`src/rtl/seq_control_pkg.sv`:
```
`default_nettype none
// ----------------------------------------------------------------------------
// seq_control_pkg : state, opcode and mux-select encodings for seq_control
// rev 1.0
// ----------------------------------------------------------------------------
package seq_control_pkg;

  typedef enum logic [4:0] {
    ST_START    = 5'd0,
    ST_PREPU    = 5'd1,
    ST_FETCHU   = 5'd2,
    ST_PREPL    = 5'd3,
    ST_FETCHL   = 5'd4,
    ST_EXEC1    = 5'd5,
    ST_IMM      = 5'd6,
    ST_MEMRD    = 5'd7,
    ST_STORE    = 5'd8,
    ST_BRANCH   = 5'd9,
    ST_LDSP     = 5'd10,
    ST_PUSH_DEC = 5'd11,
    ST_PUSH_WR  = 5'd12,
    ST_POP_RD   = 5'd13,
    ST_POP_INC  = 5'd14,
    ST_JSR_DEC  = 5'd15,
    ST_JSR_WR   = 5'd16,
    ST_JSR_JMP  = 5'd17,
    ST_RTS_RD   = 5'd18,
    ST_RTS_INC  = 5'd19
  } state_t;

  localparam logic [4:0] OP_00 = 5'h00, OP_01 = 5'h01, OP_02 = 5'h02, OP_03 = 5'h03;
  localparam logic [4:0] OP_04 = 5'h04, OP_05 = 5'h05, OP_06 = 5'h06, OP_07 = 5'h07;
  localparam logic [4:0] OP_08 = 5'h08, OP_09 = 5'h09, OP_0A = 5'h0A, OP_0B = 5'h0B;
  localparam logic [4:0] OP_0C = 5'h0C, OP_0D = 5'h0D, OP_0E = 5'h0E, OP_0F = 5'h0F;
  localparam logic [4:0] OP_10 = 5'h10, OP_11 = 5'h11, OP_12 = 5'h12, OP_13 = 5'h13;
  localparam logic [4:0] OP_14 = 5'h14, OP_15 = 5'h15, OP_16 = 5'h16, OP_17 = 5'h17;
  localparam logic [4:0] OP_18 = 5'h18, OP_19 = 5'h19;

  localparam logic [1:0] ADDR_PC  = 2'd0;
  localparam logic [1:0] ADDR_IRL = 2'd1;
  localparam logic [1:0] ADDR_SP  = 2'd2;

  localparam logic WDATA_AC = 1'b0;
  localparam logic WDATA_PC = 1'b1;

  // Opcode classes that share a datapath sequence
  function automatic logic is_exec1(input logic [4:0] op);
    return op inside {OP_00, OP_04};
  endfunction

  function automatic logic is_imm(input logic [4:0] op);
    return op inside {OP_02, OP_06, OP_08, OP_0E, OP_0F};
  endfunction

  function automatic logic is_memrd(input logic [4:0] op);
    return op inside {OP_01, OP_05, OP_07, OP_09, OP_0A, OP_0B, OP_0C, OP_0D};
  endfunction

  function automatic logic is_branch(input logic [4:0] op);
    return op inside {OP_10, OP_11, OP_12, OP_13, OP_14};
  endfunction

endpackage

`default_nettype wire

```
`src/rtl/seq_stack_ptr.sv`:
```
`default_nettype none
// ----------------------------------------------------------------------------
// seq_stack_ptr : stack pointer, live-word count, full/empty and sticky errors
// rev 1.0
// ----------------------------------------------------------------------------
module seq_stack_ptr
  import seq_control_pkg::*;
#(
  parameter int ADDR_W      = 8,
  parameter int SP_INIT     = 255,
  parameter int STACK_DEPTH = 16
) (
  input  logic                               clk,
  input  logic                               reset_n,
  input  logic                               load,
  input  logic [ADDR_W-1:0]                  load_val,
  input  logic                               dec,
  input  logic                               inc,
  input  logic                               set_ovf,
  input  logic                               set_unf,
  output logic [ADDR_W-1:0]                  sp,
  output logic [$clog2(STACK_DEPTH+1)-1:0]   cnt,
  output logic                               full,
  output logic                               empty,
  output logic                               ovf,
  output logic                               unf
);

  localparam int CNT_W = $clog2(STACK_DEPTH + 1);

  // SP arithmetic wraps naturally at ADDR_W bits; wrap is not an error
  always_ff @(posedge clk) begin
    if (!reset_n) begin
      sp  <= ADDR_W'(SP_INIT);
      cnt <= '0;
      ovf <= 1'b0;
      unf <= 1'b0;
    end else begin
      if (load) begin
        sp  <= load_val;
        cnt <= '0;
      end else if (dec) begin
        sp  <= sp - ADDR_W'(1);
        cnt <= cnt + CNT_W'(1);
      end else if (inc) begin
        sp  <= sp + ADDR_W'(1);
        cnt <= cnt - CNT_W'(1);
      end
      if (set_ovf) ovf <= 1'b1;
      if (set_unf) unf <= 1'b1;
    end
  end

  assign full  = (cnt == CNT_W'(STACK_DEPTH));
  assign empty = (cnt == '0);

endmodule

`default_nettype wire

```
`src/rtl/seq_control.sv`:
```
`default_nettype none
// ----------------------------------------------------------------------------
// seq_control : multi-cycle instruction sequencer with hardware stack control
// rev 1.0
// ----------------------------------------------------------------------------
module seq_control
  import seq_control_pkg::*;
#(
  parameter int ADDR_W      = 8,
  parameter int SP_INIT     = 255,
  parameter int STACK_DEPTH = 16,
  parameter int WAIT_EN     = 1
) (
  input  logic                               CLK,
  input  logic                               RESET_N,
  input  logic [7:0]                         OPCODE,
  input  logic [ADDR_W-1:0]                  IRL,
  input  logic                               ZFLG,
  input  logic                               NFLG,
  input  logic                               MEM_READY,
  output logic                               FETCH,
  output logic                               INC_PC,
  output logic                               LOAD_IRU,
  output logic                               LOAD_IRL,
  output logic                               LOAD_AC,
  output logic                               STORE_MEM,
  output logic                               MEM_READ,
  output logic                               LOAD_PC,
  output logic                               PC_SRC,
  output logic [1:0]                         ADDR_SEL,
  output logic                               WDATA_SEL,
  output logic [ADDR_W-1:0]                  SP,
  output logic [$clog2(STACK_DEPTH+1)-1:0]   STACK_CNT,
  output logic                               STK_OVF,
  output logic                               STK_UNF,
  output logic                               ILLEGAL,
  output logic [4:0]                         STATE
);

  state_t     state, state_nxt;
  logic [4:0] op;
  logic       rdy;
  logic       sp_load, sp_dec, sp_inc, set_ovf, set_unf;
  logic       stk_full, stk_empty;
  logic       unused_opcode_hi;

  assign op               = OPCODE[4:0];
  assign rdy              = (WAIT_EN == 0) ? 1'b1 : MEM_READY;
  assign unused_opcode_hi = ^OPCODE[7:5];
  assign STATE            = state;

  seq_stack_ptr #(
    .ADDR_W      (ADDR_W),
    .SP_INIT     (SP_INIT),
    .STACK_DEPTH (STACK_DEPTH)
  ) u_stack (
    .clk      (CLK),
    .reset_n  (RESET_N),
    .load     (sp_load),
    .load_val (IRL),
    .dec      (sp_dec),
    .inc      (sp_inc),
    .set_ovf  (set_ovf),
    .set_unf  (set_unf),
    .sp       (SP),
    .cnt      (STACK_CNT),
    .full     (stk_full),
    .empty    (stk_empty),
    .ovf      (STK_OVF),
    .unf      (STK_UNF)
  );

  always_ff @(posedge CLK) begin
    if (!RESET_N) state <= ST_START;
    else          state <= state_nxt;
  end

  // Every strobe is forced low while RESET_N is low, even mid-instruction
  always_comb begin
    state_nxt = state;
    FETCH     = 1'b0;
    INC_PC    = 1'b0;
    LOAD_IRU  = 1'b0;
    LOAD_IRL  = 1'b0;
    LOAD_AC   = 1'b0;
    STORE_MEM = 1'b0;
    MEM_READ  = 1'b0;
    LOAD_PC   = 1'b0;
    PC_SRC    = 1'b0;
    ADDR_SEL  = ADDR_PC;
    WDATA_SEL = WDATA_AC;
    ILLEGAL   = 1'b0;
    sp_load   = 1'b0;
    sp_dec    = 1'b0;
    sp_inc    = 1'b0;
    set_ovf   = 1'b0;
    set_unf   = 1'b0;
    if (RESET_N) begin
      case (state)
        ST_START: state_nxt = ST_PREPU;
        ST_PREPU: begin
          FETCH     = 1'b1;
          state_nxt = ST_FETCHU;
        end
        ST_FETCHU: begin
          FETCH    = 1'b1;
          MEM_READ = 1'b1;
          if (rdy) begin
            INC_PC    = 1'b1;
            LOAD_IRU  = 1'b1;
            state_nxt = is_exec1(op) ? ST_EXEC1 : ST_PREPL;
          end
        end
        ST_PREPL: begin
          FETCH     = 1'b1;
          state_nxt = ST_FETCHL;
        end
        ST_FETCHL: begin
          FETCH    = 1'b1;
          MEM_READ = 1'b1;
          if (rdy) begin
            INC_PC    = 1'b1;
            LOAD_IRL  = 1'b1;
            state_nxt = ST_PREPU;
            if (is_imm(op))         state_nxt = ST_IMM;
            else if (is_memrd(op))  state_nxt = ST_MEMRD;
            else if (op == OP_03)   state_nxt = ST_STORE;
            else if (is_branch(op)) state_nxt = ST_BRANCH;
            else begin
              // Stack faults are caught here so the aborted op never touches SP
              case (op)
                OP_15: state_nxt = ST_LDSP;
                OP_16, OP_18: begin
                  if (stk_full) set_ovf   = 1'b1;
                  else          state_nxt = (op == OP_16) ? ST_PUSH_DEC : ST_JSR_DEC;
                end
                OP_17, OP_19: begin
                  if (stk_empty) set_unf   = 1'b1;
                  else           state_nxt = (op == OP_17) ? ST_POP_RD : ST_RTS_RD;
                end
                default: ILLEGAL = (op > OP_19);
              endcase
            end
          end
        end
        ST_EXEC1, ST_IMM: begin
          LOAD_AC   = 1'b1;
          state_nxt = ST_PREPU;
        end
        ST_MEMRD: begin
          ADDR_SEL = ADDR_IRL;
          MEM_READ = 1'b1;
          if (rdy) begin
            LOAD_AC   = 1'b1;
            state_nxt = ST_PREPU;
          end
        end
        ST_STORE: begin
          ADDR_SEL  = ADDR_IRL;
          STORE_MEM = 1'b1;
          if (rdy) state_nxt = ST_PREPU;
        end
        ST_BRANCH: begin
          case (op)
            OP_10:   LOAD_PC = 1'b1;
            OP_11:   LOAD_PC = NFLG;
            OP_12:   LOAD_PC = !NFLG;
            OP_13:   LOAD_PC = ZFLG;
            OP_14:   LOAD_PC = !ZFLG;
            default: LOAD_PC = 1'b0;
          endcase
          state_nxt = ST_PREPU;
        end
        ST_LDSP: begin
          sp_load   = 1'b1;
          state_nxt = ST_PREPU;
        end
        ST_PUSH_DEC, ST_JSR_DEC: begin
          sp_dec    = 1'b1;
          state_nxt = (state == ST_PUSH_DEC) ? ST_PUSH_WR : ST_JSR_WR;
        end
        ST_PUSH_WR, ST_JSR_WR: begin
          ADDR_SEL  = ADDR_SP;
          WDATA_SEL = (state == ST_JSR_WR) ? WDATA_PC : WDATA_AC;
          STORE_MEM = 1'b1;
          if (rdy) state_nxt = (state == ST_JSR_WR) ? ST_JSR_JMP : ST_PREPU;
        end
        ST_JSR_JMP: begin
          LOAD_PC   = 1'b1;
          state_nxt = ST_PREPU;
        end
        ST_POP_RD, ST_RTS_RD: begin
          ADDR_SEL = ADDR_SP;
          MEM_READ = 1'b1;
          if (rdy) begin
            if (state == ST_POP_RD) begin
              LOAD_AC   = 1'b1;
              state_nxt = ST_POP_INC;
            end else begin
              LOAD_PC   = 1'b1;
              PC_SRC    = 1'b1;
              state_nxt = ST_RTS_INC;
            end
          end
        end
        ST_POP_INC, ST_RTS_INC: begin
          sp_inc    = 1'b1;
          state_nxt = ST_PREPU;
        end
        default: state_nxt = ST_START;
      endcase
    end
  end

endmodule

`default_nettype wire

```
`config.mk`:
```
export PLATFORM = sky130hd
export DESIGN_NAME = seq_control
export DESIGN_NICKNAME = d
export VERILOG_FILES = /design/src/rtl/seq_control_pkg.sv /design/src/rtl/seq_stack_ptr.sv /design/src/rtl/seq_control.sv
export SDC_FILE = /design/constraint.sdc
export NUM_CORES = 1
export LEC_CHECK = 0
export CAP_MARGIN = 5
export CORE_MARGIN = 1
export CORE_UTILIZATION = 53
export CTS_CLUSTER_SIZE = 25
export DETAILED_ROUTE_END_ITERATION = 7
export GPL_TIMING_DRIVEN = 0
export PLACE_DENSITY = 0.86
export SLEW_MARGIN = 20
export SYNTH_ARGS = -nofsm -noshare
export SYNTH_HDL_FRONTEND = slang
export SYNTH_HIERARCHICAL = 1
export SYNTH_SLANG_ARGS = --single-unit
```
`constraint.sdc`:
```
create_clock -name CLK -period 8.5 [get_ports CLK]
set_input_delay 1.7 -clock CLK [delete_from_list [all_inputs] [get_ports CLK]]
set_output_delay 1.7 -clock CLK [all_outputs]
set_load 0.02 [all_outputs]
```
==> reports/qor.csv, run 1 <==
stage,metric,value,unit
worst_hold_path,whs_path_depth,1,
sta,setup_viol,0,
logic_synthesis,synth_ff_type,dfxtp_1,
worst_setup_path,cp_num_buf_inv,3,
worst_setup_path,crit_top_cell,clkdlybuf4s50_1,
logic_synthesis,synthesis.area,2050,um2
worst_hold_path,min_from,u_stack/ovf$_SDFFE_PN0P_,
worst_setup_path,worstPathCellList,"clkdlybuf4s50_1, clkbuf_1, a31oi_1, o22ai_1, a21boi_0, o21bai_1, clkdlybuf4s50_1",
place,dp.cells,373,
clocking,cts_sinks,20,
clocking,clockBufferDepth,2,
finish,fillers,316,
finish,multiInputGateArea,1530,um2
detailed_routing,routedWlPerCell,15.5,um
worst_setup_path,cp_slowest_stage_delay,0.61,ns
logic_synthesis,synth_fp_nets,307,
worst_setup_path,r2r_slack,5.15,ns
place,place.gp.congestion,0.923,
detailed_routing,drtIter0Drc,263,
worst_setup_path,endpoint_kind,output port,
global_routing,grt_pass1_vias,2131,
logic_synthesis,synth-seq-cells,20,
worst_setup_path,worst-r2r-cell-count,11,
logic_synthesis,synth_cell_types,65,
logic_synthesis,synthCells,275,
global_routing,overflow,0,
detailed_routing,drc_errors,0,
finish,finalNonFillerCells,377,
detailed_routing,vias,2307,
finish,register_area,400,um2
sta,hold_viol_final,0,
clocking,clk_pin_slew,0.08,ns
detailed_routing,wl,5850,um
worst_setup_path,required,6.80,ns
worst_setup_path,r2r-end,u_stack/cnt[4]$_SDFFE_PP0P_,
power_and_ir_drop,vdd_drop_max,0.0804,mV
clocking,cts_tree,built,
place,post-dp-hpwl,4390,um
logic_synthesis,yosysWarningCount,6,
flow_run,cap_violations,0,
worst_setup_path,cp-start-kind,input port,
finish,syn2layout_area_growth,30.0,%
sta,max_freq,181,MHz
sta,finalCritPeriodShare,65.1,%
clocking,numCtsBuffers,3,
logic_synthesis,yosysTopAreaCell,dfxtp_1,
worst_setup_path,cp_top_family,buffers and inverters,
power_and_ir_drop,power.density,102,nW/um2
worst_hold_path,worstHoldEndpoint,u_stack/ovf$_SDFFE_PN0P_,
floorplan,ioPinCount,54,
worst_setup_path,worstReg2RegStart,STATE[3]$_SDFFE_PN0P_,
floorplan,start_util,55.6,%
floorplan,die_area,4120,um2
floorplan,die_w,64.2,um
finish,antenna_cells,0,
detailed_routing,avgViaCountPerCell,6.12,
power_and_ir_drop,p_leak,1.01,nW
logic_synthesis,synth-edff-count,0,
sta,slew_headroom,50.2,%
floorplan,fp-row-count,22,
sta,fin_crit,5.54,ns
clocking,cts-root-buf,clkbuf_8,
worst_setup_path,critPathKind,in -> out,
global_routing,grt_max_degree,12,
outcome,status,"complete, no violations",
sta,tightest_slew,0.745,ns
sta,worst_slack,2.96,ns
global_routing,grtUsageTotal,29.3,%
finish,drive_gt1_share,7.90,%
logic_synthesis,synthTopCellsByArea,"dfxtp_1 (20%), nor2_1 (5.7%), ha_1 (5.5%)",
worst_hold_path,hold_path_class,reg -> reg,
clocking,cts.repair.resized,0,
global_routing,grt_pass1_wl,9620,um
detailed_routing,ant_nets,0,
place,port_buffers,50,
worst_setup_path,slowest_stage,clkdlybuf4s50_1,
logic_synthesis,yosysSeqAreaShare,19.5,%
sta,fin_tns_setup,0,ns
worst_setup_path,crit_fanout,10,
logic_synthesis,synth.avg_cell_area,7.46,um2
finish,finalNetCount,362,
floorplan,coreArea,3690,um2
clocking,cts_max_level,1,
logic_synthesis,synth.top_cell.area_share,19.5,%
place,pre_cts_slack,2.99,ns
sta,skew,0.00112,ns
sta,drv_slew,0,
clocking,clock_latency,0.26,ns
logic_synthesis,synth_async_sr_flop_share,0,%
clocking,post_cts_buffers,0,
floorplan,die_h,64.2,um
worst_setup_path,cp.arrival,3.84,ns
sta,grt_setup_unrepaired,no,
detailed_routing,dr.pass1.iters,5,
clocking,cts_hold_buf,0,
global_routing,antenna_found_initial,0,
## power breakdown
group          leakage (nW)  internal, W  switching (W)   total, W
Sequential            0.162    0.0000961     0.00000351  0.0000996
Combinational         0.815    0.0000414      0.0000564  0.0000978
Clock                0.0288    0.0000412      0.0000330  0.0000742
## worst max-delay path by stage
stage / from / cells after the start / slack [ns] / to
after CTS: OPCODE[1] / 7 / 2.97 / LOAD_PC
after floorplan: MEM_READY / 3 / 3.97 / INC_PC
after global routing: OPCODE[1] / 7 / 2.87 / LOAD_PC
final: OPCODE[1] / 7 / 2.96 / LOAD_PC
after detailed placement: OPCODE[1] / 7 / 2.99 / LOAD_PC
after global placement: OPCODE[1] / 7 / 2.97 / LOAD_PC
## worst reg2reg max path, delay by kind of cell, from the launching register on
kind	cells	cell delay (ns)
DFF	1	0.33
buffers and inverters	3	0.65
and+or+nand+nor	3	0.96
xor gates and xnor gates	1	0.16
adders and majority gates	1	0.54
AOI/OAI and AO/OA	2	0.35
muxes	1	0.23
## layer usage
metal,vias to the layer above,GRT usage [%],wire length [um]
met5,-,0,0
met4,0,10.0,122
met3,14,4.46,353
met2,114,52.0,2860
met1,1067,35.6,2520
li1,1112,-,-
## sequential cells by signal (all words and copies together) (netlist names)
name	cells
u_stack/sp	8
STATE	5
u_stack/cnt	5
u_stack/ovf	1
u_stack/unf	1
## cell type report
cell class,instances,share of cell area (%)
inverter,10,1.41
timing repair buffer,50,18.8
sequential,20,15.0
buffer,17,3.28
multi-input combinational,228,57.2
tap,48,2.25
clock buffer,4,2.06
## through the flow
stage	utilization [%]	hold slack, ns	area (um2)	power, W
2_1_floorplan	-	0.555	2050	0.000164
3_3_place_gp	70.8	0.447	2610	0.000197
3_5_place_dp	70.8	0.454	2610	0.000198
4_1_cts	72.3	0.472	2670	0.000271
5_1_grt	72.3	0.492	2670	0.000284
6_report	72.3	0.468	2670	0.000272
## cells by family after synthesis
kind of cell               Yosys count  share of synthesized area, %
buffers and inverters               27                          6.10
and+or+nand+nor                    118                          30.0
adders and majority gates           11                          7.44
DFF                                 20                          19.5
AOI/OAI and AO/OA                   83                          29.9
muxes                                4                          1.95
xor gates and xnor gates            12                          5.13
## synth_stat cells (3+ instances only)
master    instances
mux2i_1           4
a211oi_1          5
nand2_1          27
a21oi_1          17
nor3_1            9
nor4_1            5
clkbuf_1          8
ha_1              9
o21ai_1           3
xor2_1            5
xnor2_1           7
dfxtp_1          20
inv_1            10
a32oi_1           3
o211ai_1          4
o21ai_0           8
nor2b_1          12
nand2b_1          8
buf_2             4
a31oi_1           5
o21bai_1          3
nor2_1           31
or2_2             3
or4_1             3
nand3_1           4
o21a_1            7
## cells in the final DEF, fill, tap and decap left out, types with 3 or more instances in the layout
cell type	n
clkdlybuf4s50_1	50
nor2_1	31
nand2_1	27
dfxtp_1	20
a21oi_1	17
nor2b_1	12
inv_1	10
nor3_1	9
ha_1	9
nand2b_1	8
clkbuf_1	8
o21ai_0	8
o21a_1	7
xnor2_1	7
nor4_1	5
a31oi_1	5
xor2_1	5
a211oi_1	5
buf_2	4
nand3_1	4
mux2i_1	4
o211ai_1	4
clkbuf_8	4
or2_2	3
o21bai_1	3
o21ai_1	3
or4_1	3
a32oi_1	3
(Power assumes the default switching activity.)
==> run 2, diff against run 1 <==
Settings changed: CORE_UTILIZATION 53 to 49, PLACE_DENSITY 0.86 to 0.8.
Clock period 8.5 ns to 5.6 ns, I/O delays scaled along.
==> reports/qor.csv, run 2 (same netlist as run 1, synthesis figures left out) <==
stage,metric,value,unit
detailed_routing,avgViaCountPerCell,5.92,
worst_setup_path,crit_fanout,11,
global_routing,grt_pass1_vias,1989,
sta,hold_viol_final,0,
detailed_routing,ant_nets,0,
floorplan,coreArea,4000,um2
place,place.gp.congestion,0.960,
power_and_ir_drop,vdd_drop_max,0.0980,mV
global_routing,grt_max_degree,13,
finish,final_area,2690,um2
place,post-dp-hpwl,4300,um
clocking,cts.repair.resized,0,
sta,slew_headroom,52.8,%
detailed_routing,wl_met2,2660,um
worst_setup_path,cp_num_buf_inv,2,
worst_setup_path,cp.arrival,4.55,ns
worst_setup_path,required,5.75,ns
detailed_routing,routedWlPerCell,15.1,um
sta,holdWs,0.467,ns
worst_hold_path,hold_path_class,reg -> reg,
finish,final_common_cell,clkdlybuf4s50_1,
power_and_ir_drop,swShare,32.5,%
clocking,numCtsBuffers,3,
finish,drive_gt1_share,7.90,%
global_routing,grtUsageTotal,26.8,%
finish,largest_reg_flops,8,
flow_run,cap_violations,0,
sta,skew,0.00731,ns
worst_setup_path,worstPathCellList,"clkdlybuf4s50_1, nand2b_1, or2_2, nor2_1, inv_1, fa_1, a21o_1, a21oi_1, mux2i_1, xor2_1, nor2_1",
finish,layout_common_cells,"clkdlybuf4s50_1 (50), nor2_1 (31), nand2_1 (27)",
detailed_routing,wl_met3,386,um
outcome,status,"complete, no violations",
clocking,cts_max_level,1,
finish,antenna_cells,0,
floorplan,die_w,66.7,um
detailed_routing,top_layer,met4,
global_routing,grt_pass1_wl,9110,um
worst_setup_path,cp_top_family,simple AND/OR/NAND/NOR gates,
worst_setup_path,slowest_stage,clkdlybuf4s50_1,
finish,finalNonFillerCells,379,
detailed_routing,met1Wirelength,2520,um
clocking,clock_latency,0.27,ns
floorplan,fp-row-count,23,
clocking,post_cts_buffers,0,
detailed_routing,dr.pass1.iters,5,
detailed_routing,drtIter0Drc,278,
place,port_buffers,50,
power_and_ir_drop,internal_power,0.000304,W
sta,setup_viol,0,
sta,drv_slew,0,
worst_setup_path,cp_slowest_stage_delay,0.70,ns
floorplan,die_h,66.7,um
floorplan,start_util,51.3,%
worst_setup_path,crit_top_cell,nor2_1,
place,placed_area,2610,um2
power_and_ir_drop,pwr-share-seq,33.6,%
sta,fin_tns_setup,0,ns
finish,finalNetCount,362,
global_routing,overflow,0,
finish,top_register,u_stack/sp,
clocking,cts_tree,built,
worst_setup_path,endpoint_kind,flop,
floorplan,ioPinCount,54,
sta,tightest_slew,0.705,ns
clocking,cts-root-buf,clkbuf_8,
clocking,clockBufferDepth,2,
clocking,clk_pin_slew,0.08,ns
power_and_ir_drop,power_switching,0.000146,W
worst_setup_path,critPathKind,in -> reg,
power_and_ir_drop,power.density,168,nW/um2
clocking,cts_sinks,20,
worst_setup_path,cp-start-kind,input port,
global_routing,antenna_found_initial,0,
sta,fin_crit,4.40,ns
clocking,cts_hold_buf,0,
detailed_routing,drc_errors,0,
power_and_ir_drop,p_comb_share,33.2,%
finish,syn2layout_area_growth,30.9,%
sta,finalCritPeriodShare,78.6,%
worst_setup_path,r2r_slack,2.31,ns
detailed_routing,wl,5710,um
detailed_routing,vias,2244,
sta,max_freq,227,MHz
sta,grt_setup_unrepaired,no,
power_and_ir_drop,p_leak,1.01,nW
power_and_ir_drop,p_clk_share,33.2,%
finish,fillers,381,
floorplan,die_area,4450,um2
place,dp.cells,375,
==> run 2: worst paths after layout <==
path	end	cells after the start	from
worst min-delay path	u_stack/ovf$_SDFFE_PN0P_	1	u_stack/ovf$_SDFFE_PN0P_
worst max-delay path	u_stack/cnt[4]$_SDFFE_PP0P_	11	RESET_N
worst max register to register	u_stack/cnt[4]$_SDFFE_PP0P_	11	STATE[3]$_SDFFE_PN0P_
worst min register to register	u_stack/ovf$_SDFFE_PN0P_	1	u_stack/ovf$_SDFFE_PN0P_
==> run 2: final cells by class <==
cell class | instances | area (um2) | share of cell area, %
multi-input cells | 228 | 1530 | 56.8
clock buffers | 3 | 41.3 | 1.54
plain buffers | 17 | 87.6 | 3.26
repair buffers | 50 | 500 | 18.6
clock inverters | 1 | 30.0 | 1.12
well taps | 50 | 62.6 | 2.33
inverters | 10 | 37.5 | 1.40
flip-flops and latches | 20 | 400 | 14.9
==> run 2: layer usage <==
layer	up-vias	global-route usage (%)
met3	14	3.42
met1	1019	34.5
met4	0	11.4
met2	97	44.4
met5	-	0
li1	1114	-
==> run 2: per-stage QoR <==
stage / total power, W / utilization [%] / setup WS, ns
after floorplan: 0.000248 / - / 2.10
after global placement: 0.000300 / 65.3 / 0.954
after detailed placement: 0.000301 / 65.3 / 0.921
after CTS: 0.000452 / 67.1 / 1.22
after global routing: 0.000470 / 67.1 / 0.925
final: 0.000451 / 67.1 / 1.20
==> run 2: power groups by stage <==
stage          logic [W]  registers (W)  clock network, W
6_report        0.000150       0.000151          0.000150
5_1_grt         0.000162       0.000152          0.000156
4_1_cts         0.000147       0.000151          0.000154
3_5_place_dp    0.000146       0.000155                 0
3_3_place_gp    0.000145       0.000154                 0
2_1_floorplan  0.0000901       0.000158                 0
==> run 3, diff against run 2 <==
Settings changed: CORE_UTILIZATION 49 to 45, PLACE_DENSITY 0.8 to 0.78.
Clock period 5.6 ns to 4 ns, I/O delays scaled along.
==> reports/qor.csv, run 3 (same netlist as run 1, synthesis figures left out) <==
stage,metric,value,unit
finish,antenna_cells,0,
clocking,cts_max_level,1,
sta,slew_headroom,58.4,%
worst_setup_path,cp-start-kind,input port,
finish,largest_reg_flops,8,
worst_setup_path,cp.arrival,2.99,ns
finish,syn2layout_area_growth,31.4,%
place,place.gp.congestion,0.935,
detailed_routing,wl,5660,um
finish,finalNetCount,362,
global_routing,grt_pass1_vias,2075,
sta,hold_viol_final,0,
sta,drv_slew,0,
clocking,cts_tree,built,
sta,fin_tns_setup,0,ns
floorplan,coreArea,4350,um2
detailed_routing,drc_errors,0,
sta,worst_slack,0.213,ns
power_and_ir_drop,vdd_drop_max,0.212,mV
sta,fin_crit,3.79,ns
worst_setup_path,endpoint_kind,output port,
finish,drive_gt1_share,8.21,%
sta,tightest_slew,0.621,ns
global_routing,grt_max_degree,13,
finish,fin_util,61.9,%
flow_run,cap_violations,0,
floorplan,ioPinCount,54,
clocking,clockBufferDepth,2,
place,port_buffers,50,
worst_setup_path,critPathKind,in -> out,
clocking,numCtsBuffers,3,
finish,fillers,402,
global_routing,overflow,0,
power_and_ir_drop,p_leak,1.01,nW
global_routing,grtUsageTotal,23.9,%
worst_setup_path,required,3.20,ns
floorplan,die_w,69.5,um
floorplan,die_h,69.5,um
detailed_routing,avgViaCountPerCell,5.93,
floorplan,die_area,4830,um2
finish,finalNonFillerCells,381,
sta,holdWs,0.480,ns
finish,layout_common_cells,"clkdlybuf4s50_1 (50), nor2_1 (30), nand2_1 (27)",
sta,finalCritPeriodShare,94.7,%
sta,max_freq,264,MHz
global_routing,antenna_found_initial,0,
floorplan,start_util,47.1,%
worst_setup_path,crit_fanout,10,
detailed_routing,dr.pass1.iters,4,
sta,skew,0.00634,ns
sta,grt_setup_unrepaired,no,
clocking,clk_pin_slew,0.08,ns
power_and_ir_drop,power.density,233,nW/um2
global_routing,grt_pass1_wl,9540,um
floorplan,fp-row-count,24,
place,dp.cells,377,
clocking,cts_sinks,20,
place,post-dp-hpwl,4250,um
worst_hold_path,hold_path_class,reg -> reg,
finish,top_register,u_stack/sp,
place,pre_cts_slack,-0.348,ns
detailed_routing,vias,2260,
finish,final_common_cell,clkdlybuf4s50_1,
detailed_routing,drtIter0Drc,279,
clocking,cts_hold_buf,0,
clocking,clock_latency,0.27,ns
detailed_routing,ant_nets,0,
outcome,status,"complete, no violations",
clocking,cts-root-buf,clkbuf_8,
sta,setup_viol,0,
detailed_routing,routedWlPerCell,14.9,um
==> run 3: cell counts in the layout (fill, tap and decap cells not counted) <==
No cell type changed its count.
==> run 3: path summary, 6_finish.rpt <==
kind | from | endpoint | slack [ns] | cells past startpoint
setup reg to reg | STATE[3]$_SDFFE_PN0P_ | u_stack/cnt[4]$_SDFFE_PP0P_ | 1.15 | 11
hold / removal | u_stack/ovf$_SDFFE_PN0P_ | u_stack/ovf$_SDFFE_PN0P_ | 0.48 | 1
hold reg to reg | u_stack/ovf$_SDFFE_PN0P_ | u_stack/ovf$_SDFFE_PN0P_ | 0.48 | 1
setup / recovery | OPCODE[1] | LOAD_PC | 0.21 | 7
==> run 3: worst max-delay path, stage by stage <==
cell and delay (ns):
clkdlybuf4s50_1 0.62, clkbuf_1 0.35, a31oi_1 0.14, o22ai_1 0.16, a21boi_0 0.11, o21bai_1 0.17, clkdlybuf4s50_1 0.63
==> run 3: area by class of cell <==
cell class                 count  area [um2]  share of cell area [%]
sequential                    20         400                    14.9
multi-input combinational    228        1530                    56.9
inverter                      10        37.5                    1.39
tap                           52        65.1                    2.41
clock buffer                   3        41.3                    1.53
buffer                        17        87.6                    3.25
clock inverter                 1        30.0                    1.11
timing repair buffer          50         500                    18.6
==> run 3: per-stage QoR <==
| step | area [um2] | total power [W] |
|---|---|---|
| after floorplan | 2050 | 0.000347 |
| after global placement | 2620 | 0.000418 |
| after detailed placement | 2620 | 0.000420 |
| after CTS | 2690 | 0.000630 |
| after global routing | 2700 | 0.000658 |
| final | 2700 | 0.000627 |
==> run 3: timing repair <==
action,4_1_cts,5_1_grt
gates cloned,0,0
endpoints found under the setup margin,1,2
buffers inserted,0,0
gates resized for setup,1,1
endpoints found under the hold margin,0,0
==> run 3: per-layer routing <==
layer,global-route usage [%],wire [um]
met5,0,0
met4,7.94,81
met3,5.23,438
met2,39.7,2660
met1,30.6,2480
==> run 3: power breakdown <==
group	total, W	internal, W	switching (W)
registers	0.000211	0.000204	0.00000704
clock network	0.000207	0.000134	0.0000737
logic	0.000209	0.0000880	0.000121
